==> src/rtl/acc_arb_pkg.sv <==
// Shared types and defaults for the accumulator load arbiter.
// The LOCKED state is used only when ACC_ARB_LOCK_EN is defined.
package acc_arb_pkg;

    localparam int unsigned ACC_DATA_W    = 8;
    localparam int unsigned DEFAULT_N_REQ = 4;

    typedef enum logic [1:0] {
        StIdle   = 2'd0,
        StLoad   = 2'd1,
        StLocked = 2'd2
    } arb_state_e;

endpackage

==> src/rtl/rr_pick.sv <==
// Combinational round-robin picker: the first valid requester found scanning
// from rr_ptr upward, modulo N_REQ.
module rr_pick #(
    parameter int unsigned N_REQ = 4,
    parameter int unsigned GNT_W = $clog2(N_REQ)
) (
    input  logic [N_REQ-1:0] req_valid,
    input  logic [GNT_W-1:0] rr_ptr,
    output logic [GNT_W-1:0] winner,
    output logic             any_valid
);

    // Scan every rotation offset; the first hit is kept.
    always_comb begin
        logic              found;
        int unsigned       idx_full;
        logic [GNT_W-1:0]  idx;
        winner   = '0;
        found    = 1'b0;
        idx_full = 0;
        idx      = '0;
        for (int unsigned k = 0; k < N_REQ; k++) begin
            idx_full = (32'(rr_ptr) + k) % N_REQ;
            idx      = GNT_W'(idx_full);
            if (!found && req_valid[idx]) begin
                found  = 1'b1;
                winner = idx;
            end
        end
    end

    assign any_valid = |req_valid;

endmodule

==> src/rtl/acc_load_arbiter.sv <==
// Round-robin arbiter for the accumulator load port. A grant is taken in IDLE,
// the load pulse and the requester's ready pulse are issued in the following
// LOAD cycle. Optional feature: define ACC_ARB_LOCK_EN to add the req_lock port
// and the LOCKED state, which keeps the port reserved for the current winner.
module acc_load_arbiter
    import acc_arb_pkg::*;
#(
    parameter int unsigned N_REQ  = DEFAULT_N_REQ,
    parameter int unsigned DATA_W = ACC_DATA_W,
    localparam int unsigned GNT_W = $clog2(N_REQ)
) (
    input  logic                    clk,
    input  logic                    reset,
    input  logic [N_REQ-1:0]        req_valid,
    input  logic [N_REQ*DATA_W-1:0] req_data,
`ifdef ACC_ARB_LOCK_EN
    input  logic [N_REQ-1:0]        req_lock,
`endif
    output logic [N_REQ-1:0]        req_ready,
    output logic                    acc_load,
    output logic [DATA_W-1:0]       acc_data,
    output logic [GNT_W-1:0]        grant_id,
    output logic                    busy
);

    arb_state_e        state_q, state_d;
    logic [GNT_W-1:0]  rr_ptr_q, rr_ptr_d;
    logic [GNT_W-1:0]  grant_q, grant_d;
    logic [DATA_W-1:0] data_q, data_d;

    logic [GNT_W-1:0]  winner;
    logic              any_valid;
    logic [GNT_W-1:0]  ptr_after_grant;
    logic [DATA_W-1:0] req_words [N_REQ];

    // Split the flat data bus into one word per requester.
    for (genvar i = 0; i < N_REQ; i++) begin : g_words
        assign req_words[i] = req_data[i*DATA_W +: DATA_W];
    end

    rr_pick #(
        .N_REQ (N_REQ),
        .GNT_W (GNT_W)
    ) u_rr_pick (
        .req_valid (req_valid),
        .rr_ptr    (rr_ptr_q),
        .winner    (winner),
        .any_valid (any_valid)
    );

    // Pointer moves just past the last winner, wrapping N_REQ-1 -> 0.
    always_comb begin
        if (grant_q == GNT_W'(N_REQ - 1)) begin
            ptr_after_grant = '0;
        end else begin
            ptr_after_grant = grant_q + 1'b1;
        end
    end

    // Next-state logic: grant capture in IDLE, pointer advance on leaving LOAD.
    always_comb begin
        state_d  = state_q;
        rr_ptr_d = rr_ptr_q;
        grant_d  = grant_q;
        data_d   = data_q;
        unique case (state_q)
            StIdle: begin
                if (any_valid) begin
                    grant_d = winner;
                    data_d  = req_words[winner];
                    state_d = StLoad;
                end
            end
            StLoad: begin
`ifdef ACC_ARB_LOCK_EN
                if (req_lock[grant_q]) begin
                    // Keep the port for this requester; pointer stays put.
                    state_d = StLocked;
                end else begin
                    state_d  = StIdle;
                    rr_ptr_d = ptr_after_grant;
                end
`else
                state_d  = StIdle;
                rr_ptr_d = ptr_after_grant;
`endif
            end
`ifdef ACC_ARB_LOCK_EN
            StLocked: begin
                if (req_valid[grant_q]) begin
                    data_d  = req_words[grant_q];
                    state_d = StLoad;
                end else if (!req_lock[grant_q]) begin
                    state_d  = StIdle;
                    rr_ptr_d = ptr_after_grant;
                end
            end
`endif
            default: begin
                state_d = StIdle;
            end
        endcase
    end

    // State and datapath registers; reset aborts any load in flight.
    always_ff @(posedge clk or negedge reset) begin
        if (!reset) begin
            state_q  <= StIdle;
            rr_ptr_q <= '0;
            grant_q  <= '0;
            data_q   <= '0;
        end else begin
            state_q  <= state_d;
            rr_ptr_q <= rr_ptr_d;
            grant_q  <= grant_d;
            data_q   <= data_d;
        end
    end

    // Outputs decode only registered state, so no path from req_valid.
    always_comb begin
        acc_load  = (state_q == StLoad);
        req_ready = acc_load ? (N_REQ'(1) << grant_q) : '0;
        busy      = (state_q != StIdle);
    end

    assign acc_data = data_q;
    assign grant_id = grant_q;

endmodule

==> config.mk <==
export PLATFORM = sky130hd
export DESIGN_NAME = acc_load_arbiter
export DESIGN_NICKNAME = d
export VERILOG_FILES = /design/src/rtl/acc_arb_pkg.sv /design/src/rtl/rr_pick.sv /design/src/rtl/acc_load_arbiter.sv
export SDC_FILE = /design/constraint.sdc
export NUM_CORES = 1
export LEC_CHECK = 0
export CORE_MARGIN = 2
export CORE_UTILIZATION = 53
export DETAILED_ROUTE_END_ITERATION = 8
export DONT_BUFFER_PORTS = 1
export PLACE_DENSITY = 0.68
export SLEW_MARGIN = 20
export SYNTH_ARGS = -nofsm -noshare
export SYNTH_HDL_FRONTEND = slang
export SYNTH_HIERARCHICAL = 1
export SYNTH_SLANG_ARGS = --single-unit
export TNS_END_PERCENT = 10
==> constraint.sdc <==
create_clock -name clk -period 3.7 [get_ports clk]
set_clock_uncertainty 0.2 [all_clocks]
set_input_delay 0.925 -clock clk [delete_from_list [all_inputs] [get_ports clk]]
set_output_delay 0.925 -clock clk [all_outputs]
set_load 0.01 [all_outputs]
Word-level counts from Yosys, hierarchy flattened:

Index checks and enable logic that the tools add are counted.
Widths: inputs -> output; s select.

* latch bits: 0
* register bits: 14
* RAM bits: 0
* bits in read-only memories: 0
* output and inout port bits: 16
* memories kept: 0

* multiply operators: 0
* bitwise operators: 1
* shift operators: 1
* reduce and logical (&&, ||, !) cells: 10
* $lt $le $gt $ge: 5
* div/mod/pow operators: 0
* equal/unequal tests: 3
* $add $sub $neg: 4
* multiplexer cells: 22

Operators with widths (number)
* $bmux 8 s2: 1
* $mux 8: 2
* $mux 2: 7
* $lt 2x3->1 const B: 4
* $bmux 1 s2: 4
* $mux 1: 7
* $add 2x1->2 const B: 2
* $add 2x2->2 const B: 2
* $mux 4: 1
* $reduce_or 4->1: 1
* $shl 1x2->4 const A: 1
* $ge 3x3->1 const B: 1
* $logic_and 1x1->1: 3
* $logic_not 1->1: 3
* $not 2->3: 1
* $eq 2x1->1 const B: 1
* $eq 2x2->1 const B: 1
* $logic_not 2->1: 1
* $ne 2x2->1 const B: 1
* $reduce_and 2->1: 1
* $reduce_bool 2->1: 1

Longest topological paths before layout:

* depth in word-level cells: 16
* gate-level depth with buffers: 6
* depth with buffers taken out: 5

Modules after synthesis:

Netlist, hierarchy kept.

By module, submodules not included
* acc_load_arbiter: cells an instance 49, area an instance 793.3 um^2, sequential area each 325.3 um^2, instances 1
* rr_pick: cells an instance 15, area an instance 77.6 um^2, sequential area each 0.0 um^2, instances 1

Worst setup path before layout:

No wires, ideal clock.

* kind: input -> register
* start point: input req_valid[1]
* end point: register data_q[0], in the netlist acc_data[0]
* stages: 6
* slack: 1.010 ns
* required time: 3.375 ns
* path buffers: 1
* data arrival time: 2.365 ns
* cells stage by stage: inv_1 -> a221o_1 -> a21oi_1 -> buf_6 -> mux4_2 -> mux2_4

* cells in the longest elaborated chain, start to end: 16

RTL lines
* start: declaration: line acc_load_arbiter.sv:14 `input logic [N_REQ-1:0] req_valid,`
* $bmux 1 s2: line rr_pick.sv:25 `if (!found && req_valid[idx]) begin`
* $mux 1 (implied by the code): line rr_pick.sv:25
* $mux 1: line rr_pick.sv:25
* $logic_not 1->1: line rr_pick.sv:25
* $logic_and 1x1->1: line rr_pick.sv:25
* $mux 1: line rr_pick.sv:25
* $logic_not 1->1: line rr_pick.sv:25
* $logic_and 1x1->1: line rr_pick.sv:25
* $mux 1: line rr_pick.sv:25
* $logic_not 1->1: line rr_pick.sv:25
* $logic_and 1x1->1: line rr_pick.sv:25
* $mux 2 *: line rr_pick.sv:25
* named net winner[0]: line acc_load_arbiter.sv:31 `logic [GNT_W-1:0] winner;`
* $not 2->3 (implied by the code) *: line acc_load_arbiter.sv:70 `data_d = req_words[winner];`
* $bmux 8 s2 *: line acc_load_arbiter.sv:70
* $mux 8 (implied by the code) * (2 in a row): line acc_load_arbiter.sv:70
* end signal: assignment: line acc_load_arbiter.sv:116 `data_q <= data_d;`
* end: declaration: line acc_load_arbiter.sv:29 `logic [DATA_W-1:0] data_q, data_d;`

The timed path passes the listed nets; every way through them passes the cells marked *. The select of a mux whose other input is x is not followed.
A chain may end at the register's enable or synchronous reset.

Worst setup path in the final report:

* start point: input req_valid[1]
* end point: register data_q[4], in the netlist acc_data[4]

The elaborated chain is that of the path after synthesis.

==> results.cfg <==
[place]
gp_congestion = 0.653
dpl.hpwl_mm = 1.29
place_inst = 79
port_buffers = 0

[timing]
worst_pin_slew_ns = 0.371
drv_slew = 0
clock.fmax_mhz = 402
period_share = 0.673
maxSlewHeadroom = 0.753
setup_viol = 0
finalSetupTns_ns = 0
rsz0062_at_grt = false
min_period_ns = 2.49
fin_hold_ws_ns = 0.129
finalHoldViolCount = 0

[route]
wl_per_cell_um = 20.3
postRouteWirelength_mm = 1.69
drc = 0
drtIter0Drc = 12
first_pass_iters = 4
drtAntennaViolNets = 0
vias = 546
viasPerCell = 6.58

[setup_path]
cp_max_fo = 9
required_ns = 3.67
criticalPathCategory = input pin to register
cp-end-kind = register
critPathLaunchType = input pin
ff2ff_setup_slack_ns = 1.45
worstPathArrival_ns = 2.46

[power_and_ir_drop]
p_int_w = 0.000463
max-vdd-ir-drop_mv = 0.462
clockPowerShare = 0.124
pwr-share-comb = 0.449
p_per_area_mw_per_mm2 = 792
swShare = 0.358
seq_power_share = 0.427
p_switching_w = 0.000258
p_leak_nw = 0.410

[cells_and_area]
layout.cells.non_filler = 83
register_area_um2 = 325
multi_input_area_um2 = 489
drive_gt1_frac = 0.403
fin_nets = 110
syn_to_final_growth_pct = 4.45
final_util = 0.597
n_fill_cell = 128
n_antenna_cell = 0

[clock_network]
clock_path_buffers = 2
cts_setup_buffers = 0
cts.repair.resized = 0
ctsRootBufferMaster = clkbuf_4
hold_buffers = 0
cts.htree.levels = 1
cts_inserted_buffers = 3
cts_tree = done
path_clk_slew_ns = 0.08
clk_latency_ns = 0.28
clkSinkCount = 13

[synth]
yosys-top-cells-count = dfrtp_1 (13), mux2_4 (8), mux4_2 (8), inv_1 (6)
synth-compound-area-share = 0.0503
syn_inst = 64
async_flop_share = 1.00
syn_nets = 106
synth_top_family_by_area = multiplexers
ys.flop_type = dfrtp_1
synthAdderAreaFrac = 0.0575
post-synth-top-count-cell = dfrtp_1
synth_seq_cells = 13
postSynthAreaPerCell_um2 = 13.6
ys_warn_count = 6
synth.area.mux_share = 0.397
syn-cell-area_um2 = 871
ys_top_cells_by_area = dfrtp_1 (37%), mux4_2 (21%), mux2_4 (14%)
synth_top_area_cell = dfrtp_1
yosysTopAreaCellShare = 0.374
yosys.area_share.simple = 0.0575
yosysSeqAreaShare = 0.374
synth-edff-count = 0
synth_cell_types = 19
synth_xor_xnor_area_share = 0

[floorplan]
initial_core_util = 0.571
io_pins = 54
die_w_um = 44.5
rows = 14
die_h_um = 44.5
core-area_mm2 = 0.00152
die_area_mm2 = 0.00198

[min_path]
hold_class = input pin to async pin

[global_route]
first_global_vias = 553
antenna_found_initial = 0
grt_first_pass_wirelength_mm = 2.43
overflow = 0
grt_max_degree = 14
grt_usage = 0.178

[outcome]
run_status = finished, final reports clean

[job]
max_cap_viol_count = 0
-- metrics by stage --
step	setup slack, ns	area (µm²)	total power, W
4_1_cts	1.22	910	0.000731
3_3_place_gp	0.934	883	0.000633
6_report	1.21	910	0.000721
5_1_grt	1.13	910	0.000775
3_5_place_dp	0.919	883	0.000638
2_1_floorplan	1.01	871	0.000591
-- worst paths after layout --
check                              from     endpoint  cells after the start
setup / recovery           req_valid[1]  acc_data[4]                      6
hold / removal                    reset  acc_data[2]                      0
setup reg to reg            rr_ptr_q[0]  acc_data[4]                      6
hold reg to reg             acc_data[6]  acc_data[6]                      1
max in group asynchronous         reset  acc_data[5]                      0
min in group clk            acc_data[6]  acc_data[6]                      1
-- kinds of logic after synthesis --
| logic type | count (synthesis) |
|---|---|
| mux | 20 |
| flops | 13 |
| buf+inv | 11 |
| simple gates | 9 |
| compound gates | 7 |
| fa+ha+maj | 4 |
-- layout by cell type (no fill, tap or decap) --
cell,count
a21oi_1,4
a221o_1,1
and2_1,4
buf_4,3
clkbuf_1,1
clkbuf_4,3
dfrtp_1,13
ha_1,4
inv_1,6
inv_2,1
mux2_2,4
mux2_4,8
mux4_2,8
nand2b_1,1
nand3_1,1
nor2_1,2
nor2b_1,1
o21ai_0,1
o221ai_1,1
-- registers in the layout, summed over array words and instances, names as in the netlist --
signal / count
acc_data: 8
grant_id: 2
rr_ptr_q: 2
state_q: 1
-- power by group through the flow --
stage	logic, W	registers, W	clock network (W)
2_1_floorplan	0.000299	0.000292	0
3_3_place_gp	0.000323	0.000310	0
3_5_place_dp	0.000326	0.000311	0
4_1_cts	0.000328	0.000310	0.0000927
5_1_grt	0.000357	0.000319	0.0000989
6_report	0.000324	0.000308	0.0000890
-- area by class of cell --
cell class	count	share of cell area
Tap cell	16	0.0220
Inverter	7	0.0289
Sequential cell	13	0.358
Multi-Input combinational cell	40	0.538
Timing Repair Buffer	3	0.0248
Clock buffer	4	0.0289
-- critical path, stage by stage --
cell,delay [ns]
inv_1,0.03
a221o_1,0.34
a21oi_1,0.15
buf_4,0.23
mux4_2,0.52
mux2_4,0.27
-- per-layer routing --
layer	routed length (µm)	up-vias	track usage
met2	907	35	0.284
met3	202	0	0.0980
li1	-	241	-
met1	577	270	0.205
met4	0	0	0.0545
met5	0	-	0
(Power assumes the default switching activity.)
